[config.mk]
export PLATFORM = sky130hd
export DESIGN_NAME = path_delay_meter
export DESIGN_NICKNAME = d
export VERILOG_FILES = /design/src/rtl/spy_meas_pkg.sv /design/src/rtl/path_sync2.sv /design/src/rtl/path_delay_meter.sv
export SDC_FILE = /design/constraint.sdc
export NUM_CORES = 1
export LEC_CHECK = 0
export CAP_MARGIN = 20
export CELL_PAD_IN_SITES_DETAIL_PLACEMENT = 0
export CELL_PAD_IN_SITES_GLOBAL_PLACEMENT = 1
export CORE_MARGIN = 2
export CORE_UTILIZATION = 34
export DETAILED_ROUTE_END_ITERATION = 6
export PLACE_DENSITY = 0.76
export SYNTH_ARGS = -nofsm -noshare
export SYNTH_HDL_FRONTEND = slang
export SYNTH_SLANG_ARGS = --single-unit
[constraint.sdc]
create_clock -name clk -period 2.3 [get_ports clk]
set_input_delay 0.23 -clock clk [delete_from_list [all_inputs] [get_ports clk]]
set_output_delay 0.23 -clock clk [all_outputs]
set_load 0.05 [all_outputs]
[src/rtl/spy_meas_pkg.sv]
// Shared types and defaults for the spy-path delay measurement blocks.
package spy_meas_pkg;

    localparam int DEF_CNT_W   = 16;
    localparam int DEF_TIMEOUT = 1000;

    typedef enum logic [1:0] {
        IDLE   = 2'd0,
        WAIT   = 2'd1,
        SETTLE = 2'd2,
        REPORT = 2'd3
    } meas_state_t;

    // The accumulated sum needs room for 2^trialsLog2 counts of cntW bits each.
    function automatic int sumWidth(input int cntW, input int trialsLog2);
        return cntW + trialsLog2;
    endfunction

endpackage

[src/rtl/path_sync2.sv]
// Two-flop synchronizer for the asynchronous chain output; both flops clear to 0.
module path_sync2 (
    input  logic clk,
    input  logic rst_n,
    input  logic d,
    output logic q
);

    logic meta;

    always_ff @(posedge clk or negedge rst_n) begin
        if (!rst_n) begin
            meta <= 1'b0;
            q    <= 1'b0;
        end else begin
            meta <= d;
            q    <= meta;
        end
    end

endmodule

[src/rtl/path_delay_meter.sv]
// Spy-path delay meter: launches alternating edges into the chain and accumulates settle counts.
// Define PATH_DELAY_MINMAX_EN to add the delay_min/delay_max trackers.
module path_delay_meter
    import spy_meas_pkg::*;
#(
    parameter int CNT_W       = DEF_CNT_W,
    parameter int TRIALS_LOG2 = 4,
    parameter int TIMEOUT     = DEF_TIMEOUT,
    parameter int SETTLE_CYC  = 8
) (
    input  logic                                    clk,
    input  logic                                    rst_n,
    input  logic                                    start,
    output logic                                    busy,
    output logic                                    launch,
    input  logic                                    path_result,
    output logic                                    result_valid,
    input  logic                                    result_ready,
    output logic [sumWidth(CNT_W, TRIALS_LOG2)-1:0] delay_sum,
    output logic [CNT_W-1:0]                        delay_avg,
    output logic                                    timeout,
`ifdef PATH_DELAY_MINMAX_EN
    output logic [CNT_W-1:0]                        delay_min,
    output logic [CNT_W-1:0]                        delay_max,
`endif
    output logic [TRIALS_LOG2:0]                    trials_done
);

    localparam int SUM_W = sumWidth(CNT_W, TRIALS_LOG2);
    localparam int SET_W = (SETTLE_CYC > 1) ? $clog2(SETTLE_CYC) : 1;
    localparam logic [TRIALS_LOG2:0] N_TRIALS    = {1'b1, {TRIALS_LOG2{1'b0}}};
    localparam logic [CNT_W-1:0]     TIMEOUT_CNT = CNT_W'(TIMEOUT);
    localparam logic [SET_W-1:0]     SETTLE_LAST = SET_W'(SETTLE_CYC - 1);

    meas_state_t        state;
    logic [CNT_W-1:0]   cnt;
    logic [SET_W-1:0]   settleCnt;
    logic               syncQ;
    logic               matched;
    logic [TRIALS_LOG2:0] trialsNext;

    path_sync2 uSync (
        .clk  (clk),
        .rst_n(rst_n),
        .d    (path_result),
        .q    (syncQ)
    );

    assign matched      = (syncQ == launch);
    assign trialsNext   = trials_done + (TRIALS_LOG2 + 1)'(1);
    assign busy         = (state != IDLE);
    assign result_valid = (state == REPORT);
    assign delay_avg    = delay_sum[SUM_W-1:TRIALS_LOG2];

    // launch is deliberately never cleared by start, so successive measurements keep alternating.
    always_ff @(posedge clk or negedge rst_n) begin
        if (!rst_n) begin
            state       <= IDLE;
            launch      <= 1'b0;
            cnt         <= '0;
            settleCnt   <= '0;
            delay_sum   <= '0;
            trials_done <= '0;
            timeout     <= 1'b0;
        end else begin
            case (state)
                IDLE: begin
                    if (start) begin
                        launch      <= ~launch;
                        cnt         <= '0;
                        delay_sum   <= '0;
                        trials_done <= '0;
                        timeout     <= 1'b0;
                        state       <= WAIT;
                    end
                end
                WAIT: begin
                    if (matched) begin
                        delay_sum   <= delay_sum + SUM_W'(cnt);
                        trials_done <= trialsNext;
                        settleCnt   <= '0;
                        state       <= (trialsNext == N_TRIALS) ? REPORT : SETTLE;
                    end else if (cnt == TIMEOUT_CNT) begin
                        timeout <= 1'b1;
                        state   <= REPORT;
                    end else begin
                        cnt <= cnt + CNT_W'(1);
                    end
                end
                SETTLE: begin
                    if (settleCnt == SETTLE_LAST) begin
                        launch <= ~launch;
                        cnt    <= '0;
                        state  <= WAIT;
                    end else begin
                        settleCnt <= settleCnt + SET_W'(1);
                    end
                end
                REPORT: begin
                    if (result_ready) begin
                        state <= IDLE;
                    end
                end
                default: state <= IDLE;
            endcase
        end
    end

`ifdef PATH_DELAY_MINMAX_EN
    always_ff @(posedge clk or negedge rst_n) begin
        if (!rst_n) begin
            delay_min <= '1;
            delay_max <= '0;
        end else if (state == IDLE && start) begin
            delay_min <= '1;
            delay_max <= '0;
        end else if (state == WAIT && matched) begin
            if (cnt < delay_min) delay_min <= cnt;
            if (cnt > delay_max) delay_max <= cnt;
        end
    end
`endif

endmodule

==> flow_summary.json <==
{
  "clkPwrFrac_pct": 16.1,
  "worstMarginPinSlew_ns": 0.519,
  "r2r_start": "delay_sum[9]$_DFFE_PN0P_",
  "crit_start": "delay_sum[9]$_DFFE_PN0P_",
  "via_per_inst": 5.07,
  "clkTransAtPathRegs_ns": 0.10,
  "synth_area_leaders": "dfrtp_1, ha_1, nand2_1, nand3_1, o21ai_0",
  "syn_inst": 372,
  "wire_per_inst_um": 14.5,
  "hold_class": "reg2reg",
  "async_flop_share_pct": 100,
  "setup-violations-final": 0,
  "r2r-end": "delay_sum[14]$_DFFE_PN0P_",
  "utilization_pct": 44.2,
  "grt_pass1_wl_um": 13400,
  "dp.cells": 545,
  "final_layout_size_suffix_gt1_share_pct": 10.3,
  "die_height_um": 102,
  "ys_ff_latch": 50,
  "crit_type": "reg2reg",
  "yosys.cell_count.top_type": "dfrtp_1",
  "grt_pass1_vias": 2784,
  "slew_viol_final": 0,
  "seqPwrFrac_pct": 35.0,
  "antenna_found_initial": 0,
  "synth_edf_count": 0,
  "cts_inserted_buffers": 5,
  "fillers": 953,
  "vdd_ir_drop_max_mv": 0.604,
  "final_antenna_net_count": 0,
  "slew_headroom_pct": 65.1,
  "syn_nets": 399,
  "worstPathRequired_ns": 2.52,
  "antennaDiodeCount": 0,
  "critPathTopFamily": "compound AO/OA/AOI/OAI gates",
  "track_usage_pct": 16.2,
  "cts_root_buffer": "clkbuf_8",
  "yosysTopAreaCellShare_pct": 38.2,
  "path_cells": "ha_1 > a21oi_1 > a32oi_2 > o31ai_4 > or4_1 > a41oi_1",
  "synth_ff_type": "dfrtp_1",
  "status": "finished, final reports clean",
  "powerDensity_mw_per_mm2": 826,
  "cp-endpoint": "delay_sum[14]$_DFFE_PN0P_",
  "cts_sinks": 50,
  "area_delta_synth_final_pct": 25.2,
  "final_cells": 555,
  "avgSynthCellArea_um2": 8.82,
  "dieArea_mm2": 0.0104,
  "yosysWarningCount": 0,
  "drv_cap": 0,
  "synth_seq_area_share_pct": 38.2,
  "period_minus_slack_ns": 2.24,
  "swShare_pct": 45.3,
  "grt_overflow_total": 0,
  "clock_latency_ns": 0.30,
  "dp_hpwl_um": 6180,
  "place_ws_ns": 0.00133,
  "min_period_over_period_pct": 97.5,
  "power.share.combinational_pct": 48.9,
  "cts_tree": "built",
  "yosysUniqueCellTypes": 49,
  "net-switching-power_mw": 1.54,
  "finish.net_count": 452,
  "drt-total-wl_um": 8050,
  "drc_errors": 0,
  "critPathArrivalTime_ns": 2.46,
  "synth_common_cells": "dfrtp_1, nand2_1, nor2_1",
  "start_kind": "register",
  "num_rows": 35,
  "rrSetupSlack_ns": 0.06,
  "io_buffers": 49,
  "h-tree-depth": 2,
  "min-delay-start": "uSync.meta$_DFF_PN0_",
  "endpoint_kind": "register",
  "synth_area_mm2": 0.00328,
  "start_util_pct": 35.3,
  "cp.buffers_inverters": 0,
  "skew_ns": 0.00296,
  "hold_viol": 0,
  "drt-initial-drc-count": 141,
  "p_leak_nw": 1.80,
  "cp_max_fo": 7,
  "crit_path_max_incr_delay_ns": 0.50,
  "cp_slowest_cell": "or4_1",
  "intPower_mw": 1.85,
  "cp.depth": 6,
  "die_w_um": 102,
  "io_pins": 50,
  "grt_max_degree": 22,
  "place_congestion": 0.894,
  "max_freq_mhz": 446,
  "drtPass1Iterations": 4,
  "r2r_cells": 6,
  "yosysTopAreaCell": "dfrtp_1",
  "holdWs_ns": 0.357,
  "clockBufferDepth": 2,
  "fin_ws_ns": 0.0586,
  "core-area_mm2": 0.00928,
  "dr_total_vias": 2816
}
## placed cells by master (no fill, tap or decap), drive strengths merged, types with 3 or more instances in the layout
cell type	Yosys	routed
nand3b	3	3
a21o	4	4
o21ai	28	28
a31oi	3	3
nor2	32	32
buf	19	26
ha	21	21
nand2	39	39
a21oi	22	22
nand3	28	28
xor2	12	12
clkdlybuf4s50	0	48
nor3	6	6
dfrtp	50	50
inv	13	13
nor4	5	5
clkbuf	10	7
nand4	10	10
and3	6	6
mux2i	10	10
xnor2	15	15
## per-stage QoR
step                instance area [um2]  TNS (ns)  power (mW)
finish                             4110         0        3.39
global route                       4110   -0.0291        3.63
global placement                   3970         0        2.84
detailed placement                 3970         0        2.86
CTS                                4080         0        3.42
floorplan                          3300         0        2.31
## worst min path at each step
stage	endpoint	slack, ns	cells past startpoint
floorplan	cnt[0]$_DFFE_PN0P_	-0.07	0
global placement	delay_sum[17]$_DFFE_PN0P_	0.21	1
detailed placement	delay_sum[17]$_DFFE_PN0P_	0.21	1
CTS	uSync.meta$_DFF_PN0_	0.36	1
global route	uSync.meta$_DFF_PN0_	0.37	1
finish	uSync.q$_DFF_PN0_	0.36	0
## layer usage
metal	vias up	share of wire (%)	GRT usage, %
li1	1420	-	-
met5	-	0	0
met1	1321	48	21.8
met3	14	2.9	2.53
met2	61	47	27.0
met4	0	2.4	4.92
## kinds of logic after synthesis
group | Yosys count | share of synthesized area, %
buf+inv | 42 | 6.79
simple gates | 144 | 21.7
compound gates | 77 | 14.5
flops | 50 | 38.2
mux | 10 | 3.05
xor+xnor | 27 | 7.21
fa+ha+maj | 22 | 8.62
## state kept, by name, summed over array words and instances, names as in the netlist
signal / count
cnt: 16
trials_done: 5
uSync.meta: 1
uSync.q: 1
settleCnt: 3
state: 2
launch: 1
timeout: 1
delay_sum: 20
## power groups by stage
| stage | combinational (mW) | sequential [mW] | clock, mW |
|---|---|---|---|
| 2_1_floorplan | 0.912 | 1.40 | 0 |
| 3_3_place_gp | 1.64 | 1.20 | 0 |
| 3_5_place_dp | 1.66 | 1.20 | 0 |
| 4_1_cts | 1.67 | 1.19 | 0.566 |
| 5_1_grt | 1.81 | 1.22 | 0.609 |
| 6_report | 1.66 | 1.19 | 0.547 |
## cell type report
class	instances	area (um2)	share of cell area (%)
sequential	50	1250	30.5
clock buffer	7	86.3	2.10
tap	129	161	3.93
inverter	13	48.8	1.19
timing repair buffer	75	696	16.9
clock inverter	1	5.00	0.122
multi-input combinational	280	1860	45.2
## repair_timing
item,in CTS,in global routing
buffers inserted,0,1
gates resized for setup,1,6
pin swaps,0,3
hold endpoints to repair,17,0
hold buffers,1,0
setup endpoints to repair,3,19
Note: power is estimated with default switching activity, not from simulation.
